`src/rtl/writeback_pkg.sv`:
```
`default_nettype none
// ============================================================================
// Module      : writeback_pkg
// Description : Shared widths, stage-register and history-entry records
//               for the writeback stage.
// Revision    : 1.0 - initial release
// ============================================================================
package writeback_pkg;

    localparam int REG_W = 5;
    localparam int XLEN  = 32;

    typedef struct packed {
        logic             valid;
        logic [REG_W-1:0] addr;
        logic [XLEN-1:0]  data;
    } hist_entry_t;

    typedef struct packed {
        logic             valid;
        logic [XLEN-1:0]  data;
        logic             dest_wen;
        logic [REG_W-1:0] dest;
        logic             addr_wen;
        logic [REG_W-1:0] addr_reg;
        logic [XLEN-1:0]  addr_val;
        logic             halt;
    } stage_t;

endpackage
`default_nettype wire

```
`src/rtl/wb_bypass_hist.sv`:
```
`default_nettype none
// ============================================================================
// Module      : wb_bypass_hist
// Description : Shift history of committed register writes with two
//               priority bypass query ports (current write beats history).
// Revision    : 1.0 - initial release
// ============================================================================
module wb_bypass_hist
    import writeback_pkg::*;
#(
    parameter int HIST_DEPTH = 2
) (
    input  logic             clk,
    input  logic             rst,
    input  logic             push0,
    input  logic [REG_W-1:0] addr0,
    input  logic [XLEN-1:0]  data0,
    input  logic             push1,
    input  logic [REG_W-1:0] addr1,
    input  logic [XLEN-1:0]  data1,
    input  logic [REG_W-1:0] q_addr0,
    input  logic [REG_W-1:0] q_addr1,
    output logic             q_hit0,
    output logic [XLEN-1:0]  q_data0,
    output logic             q_hit1,
    output logic [XLEN-1:0]  q_data1
);

    localparam int c_EXT_N = HIST_DEPTH + 2;

    hist_entry_t      r_hist_q [HIST_DEPTH];
    hist_entry_t      w_hist_d [HIST_DEPTH];
    hist_entry_t      w_ext    [c_EXT_N];
    hist_entry_t      w_cand   [c_EXT_N];
    hist_entry_t      w_new0;
    hist_entry_t      w_new1;
    logic [REG_W-1:0] w_qa     [2];
    logic             w_hit    [2];
    logic [XLEN-1:0]  w_data   [2];

    always_comb begin
        w_new0 = '{valid: push0, addr: addr0, data: data0};
        w_new1 = '{valid: push1, addr: addr1, data: data1};
        // A lone push always lands in slot 1 so one shift amount covers both ports.
        w_ext[0] = w_new0;
        w_ext[1] = push1 ? w_new1 : w_new0;
        w_cand[0] = w_new0;
        w_cand[1] = w_new1;
        for (int k = 0; k < HIST_DEPTH; k++) begin
            w_ext[k+2]  = r_hist_q[k];
            w_cand[k+2] = r_hist_q[k];
        end
        for (int i = 0; i < HIST_DEPTH; i++) begin
            if (push0 && push1)      w_hist_d[i] = w_ext[i];
            else if (push0 || push1) w_hist_d[i] = w_ext[i+1];
            else                     w_hist_d[i] = w_ext[i+2];
        end
    end

    always_comb begin
        w_qa[0] = q_addr0;
        w_qa[1] = q_addr1;
        for (int p = 0; p < 2; p++) begin
            w_hit[p]  = 1'b0;
            w_data[p] = '0;
            // Scan oldest to newest so the newest match is left standing.
            for (int k = c_EXT_N - 1; k >= 0; k--) begin
                if (w_cand[k].valid && (w_cand[k].addr == w_qa[p]) && (w_qa[p] != '0)) begin
                    w_hit[p]  = 1'b1;
                    w_data[p] = w_cand[k].data;
                end
            end
        end
    end

    always_ff @(posedge clk) begin
        if (rst) begin
            for (int i = 0; i < HIST_DEPTH; i++) r_hist_q[i] <= '0;
        end else begin
            for (int i = 0; i < HIST_DEPTH; i++) r_hist_q[i] <= w_hist_d[i];
        end
    end

    assign q_hit0  = w_hit[0];
    assign q_data0 = w_data[0];
    assign q_hit1  = w_hit[1];
    assign q_data1 = w_data[1];

endmodule
`default_nettype wire

```
`src/rtl/writeback.sv`:
```
`default_nettype none
// ============================================================================
// Module      : writeback
// Description : Writeback stage: stage register, dual register-file write
//               ports, bypass history, halt latch and retire counter.
// Revision    : 1.0 - initial release
// ============================================================================
module writeback
    import writeback_pkg::*;
#(
    parameter int HIST_DEPTH = 2
) (
    input  logic             clk,
    input  logic             rst,
    input  logic             stall,
    input  logic             in_valid,
    input  logic             in_is_load,
    input  logic [XLEN-1:0]  in_load_data,
    input  logic [XLEN-1:0]  in_alu_result,
    input  logic             in_dest_wen,
    input  logic [REG_W-1:0] in_dest,
    input  logic             in_addr_wen,
    input  logic [REG_W-1:0] in_addr_reg,
    input  logic [XLEN-1:0]  in_addr_val,
    input  logic             in_halt,
    output logic             wen0,
    output logic [REG_W-1:0] waddr0,
    output logic [XLEN-1:0]  wdata0,
    output logic             wen1,
    output logic [REG_W-1:0] waddr1,
    output logic [XLEN-1:0]  wdata1,
    input  logic [REG_W-1:0] q_addr0,
    input  logic [REG_W-1:0] q_addr1,
    output logic             q_hit0,
    output logic [XLEN-1:0]  q_data0,
    output logic             q_hit1,
    output logic [XLEN-1:0]  q_data1,
    output logic             halted,
    output logic [XLEN-1:0]  retired
);

    stage_t          r_stage_q;
    stage_t          w_stage_d;
    logic            r_halted_q;
    logic            w_halted_d;
    logic [XLEN-1:0] r_retired_q;
    logic [XLEN-1:0] w_retired_d;
    logic            w_commit;
    logic            w_wen0;
    logic            w_wen1;

    always_comb begin
        w_stage_d = r_stage_q;
        if (!stall) begin
            w_stage_d.valid    = in_valid;
            w_stage_d.data     = in_is_load ? in_load_data : in_alu_result;
            w_stage_d.dest_wen = in_dest_wen;
            w_stage_d.dest     = in_dest;
            w_stage_d.addr_wen = in_addr_wen;
            w_stage_d.addr_reg = in_addr_reg;
            w_stage_d.addr_val = in_addr_val;
            w_stage_d.halt     = in_halt;
        end

        w_commit = r_stage_q.valid && !stall && !r_halted_q;
        w_wen0   = w_commit && r_stage_q.dest_wen && (r_stage_q.dest != '0);
        // Base update loses to the primary destination on a register collision.
        w_wen1   = w_commit && r_stage_q.addr_wen && (r_stage_q.addr_reg != '0)
                   && !(w_wen0 && (r_stage_q.addr_reg == r_stage_q.dest));

        w_halted_d  = r_halted_q || (w_commit && r_stage_q.halt);
        w_retired_d = w_commit ? r_retired_q + 32'd1 : r_retired_q;
    end

    always_ff @(posedge clk) begin
        if (rst) begin
            r_stage_q   <= '0;
            r_halted_q  <= 1'b0;
            r_retired_q <= '0;
        end else begin
            r_stage_q   <= w_stage_d;
            r_halted_q  <= w_halted_d;
            r_retired_q <= w_retired_d;
        end
    end

    wb_bypass_hist #(
        .HIST_DEPTH (HIST_DEPTH)
    ) u_hist (
        .clk     (clk),
        .rst     (rst),
        .push0   (w_wen0),
        .addr0   (r_stage_q.dest),
        .data0   (r_stage_q.data),
        .push1   (w_wen1),
        .addr1   (r_stage_q.addr_reg),
        .data1   (r_stage_q.addr_val),
        .q_addr0 (q_addr0),
        .q_addr1 (q_addr1),
        .q_hit0  (q_hit0),
        .q_data0 (q_data0),
        .q_hit1  (q_hit1),
        .q_data1 (q_data1)
    );

    assign wen0    = w_wen0;
    assign waddr0  = r_stage_q.dest;
    assign wdata0  = r_stage_q.data;
    assign wen1    = w_wen1;
    assign waddr1  = r_stage_q.addr_reg;
    assign wdata1  = r_stage_q.addr_val;
    assign halted  = r_halted_q;
    assign retired = r_retired_q;

endmodule
`default_nettype wire

```
`config.mk`:
```
export PLATFORM = sky130hd
export DESIGN_NAME = writeback
export DESIGN_NICKNAME = d
export VERILOG_FILES = /design/src/rtl/writeback_pkg.sv /design/src/rtl/wb_bypass_hist.sv /design/src/rtl/writeback.sv
export SDC_FILE = /design/constraint.sdc
export NUM_CORES = 1
export LEC_CHECK = 0
export BUFFER_PORTS_ARGS = -buffer_cell sky130_fd_sc_hd__buf_2
export CELL_PAD_IN_SITES_DETAIL_PLACEMENT = 0
export CELL_PAD_IN_SITES_GLOBAL_PLACEMENT = 1
export CORE_UTILIZATION = 42
export DETAILED_ROUTE_END_ITERATION = 16
export GPL_TIMING_DRIVEN = 0
export PLACE_DENSITY = 0.84
export SETUP_SLACK_MARGIN = 0.15
export SYNTH_ARGS = -nofsm -noshare
export SYNTH_HDL_FRONTEND = slang
export SYNTH_SLANG_ARGS = --single-unit
```
`constraint.sdc`:
```
create_clock -name clk -period 6.72 [get_ports clk]
set_input_delay 1.344 -clock clk [delete_from_list [all_inputs] [get_ports clk]]
set_output_delay 1.344 -clock clk [all_outputs]
set_load 0.005 [all_outputs]
```
Word level (Yosys, flattened, before mapping)
Memories as Yosys holds them, arrays and structs flattened.
Cells that the tools add are included.
{ "word_totals": {"input_bits": 124, "mem_bits_rw": 76, "output_inout_bits": 175, "register_bits": 111, "n_memories": 1, "wordCells": 85} }
{ "mem_list": {"columns": ["memory", "words", "width", "rd", "rd_ports_with_merged_regs", "write_ports", "line_no", "text"], "rows": [
  ["u_hist.r_hist_q", 2, 38, 2, 0, 2, "wb_bypass_hist.sv:31", "hist_entry_t r_hist_q [HIST_DEPTH];"]
]} }
{ "classes": {"add_sub_neg": 1, "n_bitwise": 2, "mux": 27, "eq_ne": 9, "n_reduce_logical": 35} }
{ "ops": {"columns": ["cell", "n"], "rows": [
  ["$mux 32", 9],
  ["$mux 38", 7],
  ["$eq 5x5->1", 9],
  ["$add 32x1->32 const B", 1],
  ["$logic_and 1x1->1", 26],
  ["$reduce_bool 5->1", 4],
  ["$mux 1", 11],
  ["$logic_not 1->1", 3],
  ["$logic_or 1x1->1", 2],
  ["$or 1x1->1", 2]
]} }

Longest topological paths before layout
Gate-level depths: netlist of run 1.
{ "logic_depth": {"depth_word": 12, "ltp_mapped": 9} }

Hierarchy
From an unflattened synthesis of run 1, not the netlist that was laid out.
{ "unflattened": {"cells_unflattened": 1460, "area_unflattened_um2": 11318.4} }
{ "modules_own_cells": {"columns": ["mod", "cells_each", "area_each_um2", "n_inst"], "rows": [
  ["wb_bypass_hist", 867, 6079.6, 1],
  ["writeback", 593, 5238.8, 1]
]} }

Worst setup path after synthesis of run 1
Ideal clock, no wire load.
{ "synth_timing": {"path_kind": "input to output", "startpoint": "in q_addr1[1]", "endpoint": "out q_data1[3]", "t_required_ns": 5.376, "arrival_time_ns": 3.187, "stages": 8, "slack_ns": 2.189, "path_cell_list": "clkbuf_1 -> or4_1 -> o211a_2 -> and3_1 -> buf_2 -> clkbuf_1 -> o41ai_1 -> a31oi_1"} }
{ "synth_between": {"elab_chain_len": 7, "word_cells_on_any_way": 17, "cone_classes": "eq/ne (4); mux (4); reduce/logical (9)"} }
{ "synth_rtl": {"columns": ["element", "line_no", "text"], "rows": [
  ["start, declared", "writeback.sv:33", "input logic [REG_W-1:0] q_addr1,"],
  ["$eq 5x5->1", "wb_bypass_hist.sv:68", "if (w_cand[k].valid && (w_cand[k].addr == w_qa[p]) && (w_qa[p] != '0)) begin"],
  ["$logic_and 1x1->1 (2 in a row)", "wb_bypass_hist.sv:68", null],
  ["$mux 32 (3 in a row)", "wb_bypass_hist.sv:68", null],
  ["$mux 32 (*)", "wb_bypass_hist.sv:68", null],
  ["end, declared", "writeback.sv:37", "output logic [XLEN-1:0] q_data1,"]
]} }
Every way passes the cells marked *; elsewhere a longest branch is shown, timed or not.

Worst setup path after layout of run 1
{ "layout_timing": {"startpoint": "in q_addr0[0]", "endpoint": "out q_data0[3]"} }
{ "layout_between": {"elab_chain_len": 7, "word_cells_on_any_way": 17, "cone_classes": "eq/ne (4); mux (4); reduce/logical (9)"} }
{ "layout_rtl": {"columns": ["element", "line_no", "text"], "rows": [
  ["start, declared", "writeback.sv:32", "input logic [REG_W-1:0] q_addr0,"],
  ["$eq 5x5->1", "wb_bypass_hist.sv:68", null],
  ["$logic_and 1x1->1 (2 in a row)", "wb_bypass_hist.sv:68", null],
  ["$mux 32 (3 in a row)", "wb_bypass_hist.sv:68", null],
  ["$mux 32 (*)", "wb_bypass_hist.sv:68", null],
  ["end, declared", "writeback.sv:35", "output logic [XLEN-1:0] q_data0,"]
]} }
Marked as above.

==> run metrics, run 1 <==
most common flop cell mapped by yosys=dfxtp_1; status=complete, no violations; power per cell area=185 mW/mm^2; initial drt markers=1355; P&R area growth vs syn=21.1%; share of the synthesized area in the top cell type=0.328; Chip Height=167 um; max cap viols=0; FF-to-FF path depth=6; Worst Setup SP=q_addr0[0]; first-pass GRT wire length=73400 um; Via Count=13000; pre-CTS WS=0.987 ns; WHS Path Cells=2; syn_area_per_cell=7.75 um^2; final WL=48700 um; sequential element share of the synthesized area=0.328; CTS Hold Bufs=0; vias in the first global route=12100; crit path max fanout=10; Synthesis Warnings=0; most used standard cell by instance count after synthesis=dfxtp_1; Routed WL per cell=22.8 um; Gate power share=0.135; initial antenna violation count=2; pin count of the biggest net entering global routing=19; Yosys cell types=59; final core utilization=0.516; detailed placement HPWL=35900 um; post-route ant nets=0; Final nets=1904; setup TNS=0 ns; Post-Layout Cell Count=2134; Post-synth ARST share=0; Seq pwr share=0.468; clock share of power=0.398; WP data arrival=4.58 ns; minimum clock period=5.92 ns; FF+latch count, synth=187; final worst setup slack=0.800 ns; row cnt=60; Slew @ Worst Pin=1.26 ns; GR Overflow Total=0; Sw Share=0.303; peak supply drop=0.000113 V; share of cells above drive strength 1=0.243; die width=167 um; clk_skew=0.0137 ns; Clock Latency Late Sink=0.45 ns; I/O pins=299; Via density=6.07; die footprint=0.0279 mm^2; synth cell count leaders=187 x dfxtp_1, 157 x nand2_1, 151 x nor2_1; hold_sp=retired[31]; Syn Inst Count=1474; footprint of the multi-input gates=0.00632 mm^2; Inst Count DP=2101; Crit path required time=5.38 ns; Seq. cell area=0.00374 mm^2; # Post-CTS Setup Buffers=0; drc violations=0; placer congestion estimate=0.973; Max transition margin=0.155; type of origin of the critical path=input port; H-tree depth=4; Setup CP Type=in -> out; sw power=775 uW; Reg-to-Reg Start=halted; final hold violation count=0; All-Layer GR Usage=0.344; crit end category=output pin; top area cells in the synthesized netlist=dfxtp_1 33%, a311oi_1 5.4%, nand2_1 5.2%, nor2_1 5.0%, buf_4 4.9%; setup violators final=0; filler cell count=2704; EDFF count, synth=0; Leakage=0.00556 uW; Mapped Nets=1599; CTS root buffer=clkbuf_16; CTS sink count=187; Final period util=0.881; worst min-delay path category=reg -> reg; area leader, netlist=dfxtp_1; Pint=1780 uW; CTS max path bufs=2; quantity of I/O buffers inserted on ports=286; Initial DRT Pass Iterations=8; Initial Utilization=0.426; Synth Cell Area=0.0114 mm^2; Fmax achieved=169 MHz; RSZ-0062 raised after global routing=false; Worst-path clk slew=0.07 ns; Max Slew Vio Count=0; core area=0.0268 mm^2; CTS resizes=0; Num CTS Buffers=17; CTS tree=done
## power by group through the flow
stage | combinational, uW | clock, uW | sequential [uW]
floorplan | 207 | 0 | 1200
detailed placement | 339 | 0 | 1220
CTS | 341 | 1020 | 1190
global placement | 335 | 0 | 1220
global route | 371 | 1060 | 1200
finish | 344 | 1020 | 1200
## layout by cell type, fill, tap and decap left out, types with 5 or more instances in the layout
cell type    n
nand4_1     34
clkbuf_1   116
a32oi_1     18
a21oi_1     63
inv_6        5
a221oi_1    17
xor2_1      31
o21ai_0      9
nor4_1       7
a311oi_1    71
buf_2      305
and3_1       9
clkbuf_16   17
buf_4       75
nor3_1      12
buf_1       24
nor2b_1     34
inv_1       37
or3_1        8
a211oi_1    62
a31oi_1     63
dfxtp_1    187
nand2_1    157
o32ai_1     17
mux2i_1     49
nor2_1     151
a21boi_1    16
xnor2_1     34
o41ai_1     28
nand3_1     79
## cell families (layout without fill, tap and decap cells)
group                      after synthesis  count (layout)  share of synthesized area
adders and majority gates                1               1                    0.00109
DFF                                    187             187                      0.328
AOI/OAI and AO/OA                      382             382                      0.250
muxes                                   51              51                     0.0449
and+or+nand+nor                        512             512                      0.207
xor gates and xnor gates                65              65                     0.0498
buffers and inverters                  276             594                      0.119
other                                    0               1                          0
## cell type report
type | instances | share of cell area
antenna | 1 | 0.000181
buffer | 237 | 0.0875
clock buffer | 17 | 0.0307
clock inverter | 15 | 0.00931
inverter | 39 | 0.0106
multi-input combinational | 1011 | 0.457
sequential | 187 | 0.271
tap | 341 | 0.0308
timing repair buffer | 286 | 0.103
## worst max-delay path: stages
cell and delay (ns):
clkbuf_1 0.32, xor2_1 0.12, nor3_1 1.01, and3_1 0.36
buf_2 0.27, buf_1 0.45, a21oi_1 0.09, a31oi_1 0.41
buf_2 0.20
## flip-flops by register name, indices dropped and copies added (netlist names)
signal	flops
waddr1	5
wdata1	32
waddr0	5
halted	1
u_hist.r_hist_q	76
r_stage_q	4
wdata0	32
retired	32
## per-layer routing
metal | vias up | GRT usage | wire length [um]
li1 | 5923 | - | -
met1 | 6072 | 0.448 | 19900
met2 | 815 | 0.530 | 21300
met3 | 138 | 0.0986 | 5700
met4 | 2 | 0.141 | 1770
met5 | - | 0 | 13
## metrics by stage
stage | area [um^2] | hold slack [ns] | power [uW]
after floorplan | 11400 | 0.457 | 1410
after global placement | 13300 | 0.468 | 1550
after detailed placement | 13300 | 0.488 | 1560
after CTS | 13800 | 0.504 | 2550
after global routing | 13800 | 0.539 | 2640
final | 13800 | 0.508 | 2560
## path summary, 6_finish.rpt
path / to / slack, ns
min reg2reg: retired[31] / 0.51
max: q_data0[3] / 0.80
min: retired[31] / 0.51
max reg2reg: u_hist.r_hist_q[0][56] / 3.72
(Power assumes the default switching activity.)
==> inputs of run 2 (changes only) <==
Settings changed: CTS_CLUSTER_DIAMETER set to 30, GPL_TIMING_DRIVEN 0 to not set.
==> run 2 against run 1 <==
  * Combinational power decreased by 22%
  * Worst setup slack improved by 0.13 ns
  * Clock power increased by 5%
  * Power decreased by 0.41%
  * Non-clock buffer count decreased by 208
  * Maximum frequency increased by 2.2%
  * Cell count decreased by 9.8%
  * Clock skew increased by 0.0094 ns
  * Sequential cell count unchanged
  * Global-route usage decreased by 6.3 points
  * Utilization decreased by 3.3 points
  * Register-to-register slack got worse by 0.33 ns
  * Critical path type unchanged
  * Critical endpoint is now q_data0[30]
  * Largest cell class unchanged
==> run metrics, run 2 (same netlist as run 1, synthesis figures left out) <==
Via density=6.10; Final period util=0.862; Max Slew Vio Count=0; crit end category=output pin; H-tree depth=4; die footprint=0.0279 mm^2; Initial DRT Pass Iterations=7; total power=2550 uW; setup TNS=0 ns; Clock Latency Late Sink=0.45 ns; Num CTS Buffers=17; quantity of I/O buffers inserted on ports=298; antenna cells=0; post-route ant nets=0; CTS Hold Bufs=0; All-Layer GR Usage=0.281; CTS resizes=0; filler cell count=2697; Top delay family on crit path=simple AND/OR/NAND/NOR gates; met1 GRT Util=0.375; Top reg by flops=u_hist.r_hist_q; FF-to-FF setup slack=3.39 ns; Final Hold Slack=0.489 ns; Fmax achieved=173 MHz; setup violators final=0; met3 Usage GRT=0.0668; WHS Path Cells=2; slowest CP cell=nand3_1; P&R area growth vs syn=13.4%; CTS sink count=187; power per cell area=196 mW/mm^2; share of cells above drive strength 1=0.239; crit path max fanout=43; Worst path most repeated cell=buf_4; row cnt=60; Routed WL per cell=21.0 um; FF-to-FF path depth=6; final hold violation count=0; detailed placement HPWL=25200 um; I/O pins=299; status=complete, no violations; most frequent cells in the layout=296 x buf_2, 187 x dfxtp_1, 156 x nand2_1; reg2reg end=u_hist.r_hist_q[0][75]; Max transition margin=0.201; GR Overflow Total=0; # Post-CTS Setup Buffers=0; die width=167 um; Reg-to-Reg Start=waddr0[1]; worst hold endpoint=retired[31]; initial drt markers=1174; CTS tree=done; vias in the first global route=10800; pin count of the biggest net entering global routing=140; Worst-path clk slew=0.07 ns; drc violations=0; Initial Utilization=0.426; CP peak stage delay=0.89 ns; Via Count=11700; final core utilization=0.484; CTS root buffer=clkbuf_16; Final nets=1696; Slew @ Worst Pin=1.20 ns; type of origin of the critical path=input port; final WL=40400 um; CP bufs+invs=4; minimum clock period=5.80 ns; peak supply drop=0.000157 V; hold_sp=retired[31]; RSZ-0062 raised after global routing=false; core area=0.0268 mm^2; max reg flops=76; clk_skew=0.0231 ns; Crit path required time=5.38 ns; Chip Height=167 um; max cap viols=0; WP data arrival=4.45 ns; CTS max path bufs=2; Leakage=0.00506 uW; worst min-delay path category=reg -> reg; gr busiest metal=met2; Setup CP Type=in -> out; Cell Chain, Critical Path=buf_4, nor3b_4, o211ai_4, inv_2, buf_4, nand3_1, o32ai_1, a31oi_1, buf_2; placer congestion estimate=0.839; grt met2 use=0.449; initial antenna violation count=0; leading cell type in the layout, fill and taps excluded=buf_2; first-pass GRT wire length=61900 um
-- run 2: worst register-to-register path, delay by kind of cell (launching register included) --
kind	cells	cell delay, ns
muxes	1	0.36
and+or+nand+nor	2	1.37
DFF	1	0.42
AOI/OAI and AO/OA	2	0.28
buffers and inverters	1	0.72
-- run 2: final cells by class --
class                      count  area [um^2]  share of cell area
clock buffer                  18          439              0.0339
timing repair buffer         315         1640               0.127
inverter                      39          146              0.0113
tap                          341          427              0.0329
clock inverter                14          181              0.0140
sequential                   187         3740               0.289
multi-input combinational   1011         6380               0.493
-- run 2: how the worst max path moves through the flow --
stage	cells past startpoint	end	slack, ns	start
2_1_floorplan	8	q_data1[3]	2.19	q_addr1[1]
3_3_place_gp	9	q_data0[31]	1.13	stall
5_1_grt	9	q_data0[30]	0.79	stall
4_1_cts	9	q_data0[30]	0.98	stall
6_report	9	q_data0[30]	0.92	stall
3_5_place_dp	9	q_data0[31]	1.06	stall
-- run 2: power breakdown --
group,internal [uW],leakage (uW),switching [uW],total [uW]
logic,110,0.00323,161,270
clock network,547,0.000301,524,1070
registers,1150,0.00152,59.2,1200
-- run 2: stage by stage --
stage | std cells | area [um^2] | worst slack (ns)
finish | 1925 | 13000 | 0.925
global route | 1925 | 13000 | 0.794
CTS | 1925 | 13000 | 0.978
detailed placement | 1893 | 12300 | 1.06
global placement | 1893 | 12300 | 1.13
floorplan | 1474 | 11400 | 2.19
-- run 2: per-layer routing --
layer	wire (um)	share of wire
met5	0	0
met4	801	0.020
met3	3800	0.094
met2	18600	0.46
met1	17200	0.43
